<file path="src/rtl/castle_commit.sv">
// Commit-side consumer: tracks castling rights and sequences the
// king/rook board writes for a committed castle move.
module castle_commit #(
    parameter logic [3:0] INIT_FLAGS = 4'b1111
) (
    input  logic        clk,
    input  logic        rst,
    input  logic        mv_valid,
    output logic        mv_ready,
    input  logic [15:0] mv_data,
    input  logic        mv_color,
    output logic        wr_en,
    output logic [9:0]  wr_piece,
    output logic [3:0]  flags,
    output logic        done,
    output logic        err
);

    localparam logic [2:0] COL_A = 3'd0;
    localparam logic [2:0] COL_C = 3'd2;
    localparam logic [2:0] COL_D = 3'd3;
    localparam logic [2:0] COL_E = 3'd4;
    localparam logic [2:0] COL_F = 3'd5;
    localparam logic [2:0] COL_G = 3'd6;
    localparam logic [2:0] COL_H = 3'd7;

    localparam logic [2:0] ROW_ONE   = 3'd0;
    localparam logic [2:0] ROW_EIGHT = 3'd7;

    localparam logic [2:0] EMPTY = 3'd0;
    localparam logic [2:0] ROOK  = 3'd4;
    localparam logic [2:0] KING  = 3'd6;

    typedef enum logic [2:0] {
        IDLE,
        K_CLR,
        K_SET,
        R_CLR,
        R_SET
    } state_t;

    state_t     state;
    logic [2:0] k_col;
    logic [2:0] k_row;
    logic       k_color;

    logic       is_castle;
    logic [2:0] src_col;
    logic [2:0] src_row;
    logic [2:0] dst_col;
    logic [2:0] dst_row;
    logic [2:0] home_row;
    logic       kingside;
    logic       castle_ok;
    logic [3:0] side_mask;
    logic [3:0] touch_mask;
    logic       ks_q;
    logic [2:0] rook_src;
    logic [2:0] rook_dst;
    logic       unused_bits;

    // Rights lost when a move starts or ends on a king/rook home square.
    function automatic logic [3:0] sq_mask(
        input logic [2:0] col,
        input logic [2:0] row
    );
        logic [3:0] m;
        m = 4'b0000;
        if (row == ROW_ONE) begin
            if (col == COL_E) m = 4'b0011;
            if (col == COL_A) m = 4'b0001;
            if (col == COL_H) m = 4'b0010;
        end
        if (row == ROW_EIGHT) begin
            if (col == COL_E) m = 4'b1100;
            if (col == COL_A) m = 4'b0100;
            if (col == COL_H) m = 4'b1000;
        end
        return m;
    endfunction

    assign is_castle   = mv_data[14];
    assign src_col     = mv_data[11:9];
    assign src_row     = mv_data[8:6];
    assign dst_col     = mv_data[5:3];
    assign dst_row     = mv_data[2:0];
    assign unused_bits = ^{mv_data[15], mv_data[13:12]};

    assign home_row   = mv_color ? ROW_EIGHT : ROW_ONE;
    assign kingside   = (dst_col == COL_G);
    assign side_mask  = mv_color ? 4'b1100 : 4'b0011;
    assign touch_mask = sq_mask(src_col, src_row) | sq_mask(dst_col, dst_row);

    assign castle_ok = (src_col == COL_E) &&
                       (src_row == home_row) &&
                       (dst_row == src_row) &&
                       ((dst_col == COL_C) || (dst_col == COL_G)) &&
                       flags[{mv_color, kingside}];

    assign ks_q     = (k_col == COL_G);
    assign rook_src = ks_q ? COL_H : COL_A;
    assign rook_dst = ks_q ? COL_F : COL_D;

    always_ff @(posedge clk) begin
        if (rst) begin
            state    <= IDLE;
            flags    <= INIT_FLAGS;
            mv_ready <= 1'b1;
            wr_en    <= 1'b0;
            wr_piece <= '0;
            done     <= 1'b0;
            err      <= 1'b0;
            k_col    <= '0;
            k_row    <= '0;
            k_color  <= 1'b0;
        end else begin
            done <= 1'b0;
            err  <= 1'b0;
            unique case (state)
                IDLE: begin
                    if (mv_valid) begin
                        if (!is_castle) begin
                            done  <= 1'b1;
                            flags <= flags & ~touch_mask;
                        end else if (!castle_ok) begin
                            done <= 1'b1;
                            err  <= 1'b1;
                        end else begin
                            state    <= K_CLR;
                            mv_ready <= 1'b0;
                            wr_en    <= 1'b1;
                            wr_piece <= {EMPTY, COL_E, src_row, 1'b0};
                            flags    <= flags & ~side_mask;
                            k_col    <= dst_col;
                            k_row    <= src_row;
                            k_color  <= mv_color;
                        end
                    end
                end
                K_CLR: begin
                    state    <= K_SET;
                    wr_piece <= {KING, k_col, k_row, k_color};
                end
                K_SET: begin
                    state    <= R_CLR;
                    wr_piece <= {EMPTY, rook_src, k_row, 1'b0};
                end
                R_CLR: begin
                    state    <= R_SET;
                    wr_piece <= {ROOK, rook_dst, k_row, k_color};
                end
                R_SET: begin
                    state    <= IDLE;
                    wr_en    <= 1'b0;
                    wr_piece <= '0;
                    done     <= 1'b1;
                    mv_ready <= 1'b1;
                end
                default: begin
                    state    <= IDLE;
                    wr_en    <= 1'b0;
                    wr_piece <= '0;
                    mv_ready <= 1'b1;
                end
            endcase
        end
    end

endmodule
</file>
<file path="config.mk">
export PLATFORM = sky130hd
export DESIGN_NAME = castle_commit
export DESIGN_NICKNAME = d
export VERILOG_FILES = /design/src/rtl/castle_commit.sv
export SDC_FILE = /design/constraint.sdc
export NUM_CORES = 1
export LEC_CHECK = 0
export BUFFER_PORTS_ARGS = -buffer_cell sky130_fd_sc_hd__buf_2
export CORE_MARGIN = 8
export CORE_UTILIZATION = 50
export DETAILED_ROUTE_END_ITERATION = 8
export PLACE_DENSITY = 0.9
export SLEW_MARGIN = 15
export SYNTH_ARGS = -nofsm -noshare
export SYNTH_HDL_FRONTEND = slang
export SYNTH_SLANG_ARGS = --single-unit
export TNS_END_PERCENT = 10
</file>
<file path="constraint.sdc">
create_clock -name clk -period 2.1 [get_ports clk]
set_input_delay 0.315 -clock clk [delete_from_list [all_inputs] [get_ports clk]]
set_output_delay 0.315 -clock clk [all_outputs]
set_load 0.02 [all_outputs]
</file>
==> run_results.csv <==
group,metric,value,unit
run_status,status,"finished, final reports clean",
synth,synth_mux_area_frac,0.1114,
floorplan,coreArea,2455,µm²
routing,first_iter_violations,35,
synth,syn-num-nets,161,
finish,nets,193,
worst_setup_path,r2r-start,"state[0]",
min_path,hold_path_startpoint,"mv_valid",
finish,layout-drive-gt1-share,0.2791,
synth,synth_top_family_by_area,"simple AND/OR/NAND/NOR gates",
flow_run,maxCapViolCount,0,
placed_design,port-buffer-count,33,
worst_setup_path,required,2310,ps
floorplan,die_w,66.82,µm
global_routing,antenna_found_initial,0,
global_routing,grt_max_degree,18,
timing,report.final.slew_viol_count,0,
synth,syn_area,1291,µm²
worst_setup_path,start_kind,"flip-flop",
clock_tree,clock_path_buffers,2,
clock_tree,cts_setup_buffers,0,
global_routing,grt_pass1_vias,1203,
clock_tree,cts_resized,0,
synth,synth_cell_types,42,
timing,timing.final.crit_period,1759,ps
synth,synth-seq-area-share,0.4186,
min_path,whs_endpoint,"done",
placed_design,dpl.hpwl,2414,µm
min_path,hold_class,"in -> reg",
worst_setup_path,crit_start,"state[0]",
floorplan,die_area,4465,µm²
floorplan,chipHeight,66.82,µm
routing,drcViolationCount,0,
synth,syn_avg_cell_area,9.158,µm²
timing,setup_viol,0,
timing,finalCritPeriodShare,0.8378,
timing,max_freq,0.5684,GHz
clock_tree,cts_buffers,3,
finish,area_growth,15.41,%
timing,clock_skew,9.892,ps
synth,synth_compound_area_frac,0.1531,
clock_tree,ctsHtreeMaxLevel,1,
timing,hold_viol_final,0,
finish,antenna_cells,0,
synth,syn_inst,141,
global_routing,gr-total-overflow,0,
clock_tree,cts_tree,"yes",
floorplan,initial_utilization,0.5260,
synth,yosys_register_bits,27,
timing,relSlewSlack,0.6679,
routing,via_per_inst,5.678,
worst_setup_path,reg2reg_setup_slack,340,ps
clock_tree,ctsHoldBuffers,0,
pwr,vdd_drop_max,0.4884,mV
clock_tree,clk_pin_slew,150,ps
routing,routed_wl,3113,µm
clock_tree,clock-sinks,27,
timing,rsz0062_at_grt,"no",
synth,synth-adder-area-share,0,
timing,tightest_slew,494.4,ps
worst_setup_path,critPathMaxFanout,11,
synth,yosys.area_share.xor_xnor,0.03391,
placed_design,placed_area,1460,µm²
pwr,leakage,0.6398,nW
timing,tns,0,ps
finish,final_common_cell,"buf_2",
routing,detail_route.first_pass.iterations,4,
synth,synthFlopType,"dfxtp_1",
routing,wire_per_inst,15.41,µm
floorplan,pin_count,38,
floorplan,num_rows,18,
clock_tree,insertion_delay,330,ps
worst_setup_path,worstSetupPathType,"reg -> reg",
min_path,hold_depth,3,
global_routing,grt_first_pass_wirelength,5181,µm
synth,yosysWarningCount,0,
synth,synthSimpleGateAreaFrac,0.2335,
synth,postSynth.asyncResetShare,0,
routing,vias,1147,
global_routing,grtUsageTotal,0.1447,
finish,final_cell_mix,"33 x buf_2, 27 x dfxtp_1, 15 x nand2_1, 11 x mux2i_1, 10 x nor2_1",
finish,finalInstanceArea,1490,µm²
synth,synth_edf_count,0,
worst_setup_path,r2r_end,"flags[3]",
pwr,powerDensity,713.3,nW/µm²
worst_setup_path,worstRegToRegCells,4,
worst_setup_path,cp.arrival,1970,ps
worst_setup_path,crit_path_end_kind,"flip-flop",
routing,final_antenna_net_count,0,
clock_tree,clockRootBuffer,"clkbuf_4",
placed_design,gp_routability_congestion,0.8658,
[Yosys cell counts, types with 2 or more instances]
| cell | number | area share |
|---|---|---|
| mux2_2 | 3 | 0.026 |
| clkbuf_1 | 4 | 0.012 |
| a21oi_1 | 4 | 0.016 |
| mux2i_1 | 11 | 0.085 |
| dfxtp_1 | 27 | 0.42 |
| or3_1 | 2 | 0.0097 |
| xnor2_1 | 5 | 0.034 |
| o21a_1 | 2 | 0.012 |
| nor2_1 | 10 | 0.029 |
| nor3_1 | 6 | 0.023 |
| and3_1 | 4 | 0.019 |
| nand3b_1 | 2 | 0.012 |
| nand3_1 | 4 | 0.016 |
| o21ai_0 | 8 | 0.031 |
| o32ai_1 | 2 | 0.014 |
| o22a_1 | 2 | 0.014 |
| inv_1 | 6 | 0.017 |
| nand2_1 | 15 | 0.044 |
[kinds of logic after synthesis]
logic type	Yosys count
flip-flops	27
XOR/XNOR	5
AO/OA/AOI/OAI	27
buffers and inverters	13
multiplexers	14
AND/OR/NAND/NOR	54
other	1
[state kept, by name, indices dropped and copies added (netlist names), 3 cells and up]
register	count
k_col	3
flags	4
wr_piece	9
k_row	3
state	3
[layer usage]
layer | wire (µm) | global-route usage | vias to the layer above
met3 | 142 | 0.03523 | 12
met4 | 64 | 0.07733 | 0
li1 | - | - | 567
met1 | 1263 | 0.1526 | 530
met2 | 1643 | 0.2569 | 38
met5 | 0 | 0 | -
[power by group]
group / switching (mW) / internal, mW
clock network: 0.158 / 0.0729
registers: 0.0307 / 0.547
logic: 0.151 / 0.103
[worst max-delay path by stage]
stage	endpoint	cells past startpoint
after global placement	wr_piece[2]	6
after floorplan	wr_piece[1]	6
after detailed placement	wr_piece[1]	6
after CTS	k_row[2]	5
final	flags[3]	4
after global routing	flags[3]	4
[layout make-up]
cell class	count	area [µm²]
tap	30	37.54
multi-input combinational	101	690.7
inverter	7	26.28
fill	220	964.7
clock buffer	3	22.52
timing repair buffer	33	165.2
sequential	27	540.5
clock inverter	1	7.507
[worst max-delay path, stage by stage, from the launching register on]
cell and delay, ps:
dfxtp_1 450, nor3_1 470, and3_1 260, a21boi_0 340, a21oi_1 120
[metrics by stage]
step / hold slack, ps / instances / util / total power [mW] / setup slack (ps)
floorplan: 423.9 / 141 / - / 0.7607 / 511.1
detailed placement: 445.7 / 198 / 0.5948 / 0.8438 / 215.7
CTS: 303.2 / 202 / 0.6070 / 1.066 / 356.9
global placement: 442.3 / 198 / 0.5948 / 0.8319 / 330.2
global route: 299.0 / 202 / 0.6070 / 1.117 / 159.4
finish: 308.1 / 202 / 0.6070 / 1.063 / 340.6
(Power assumes the default switching activity.)
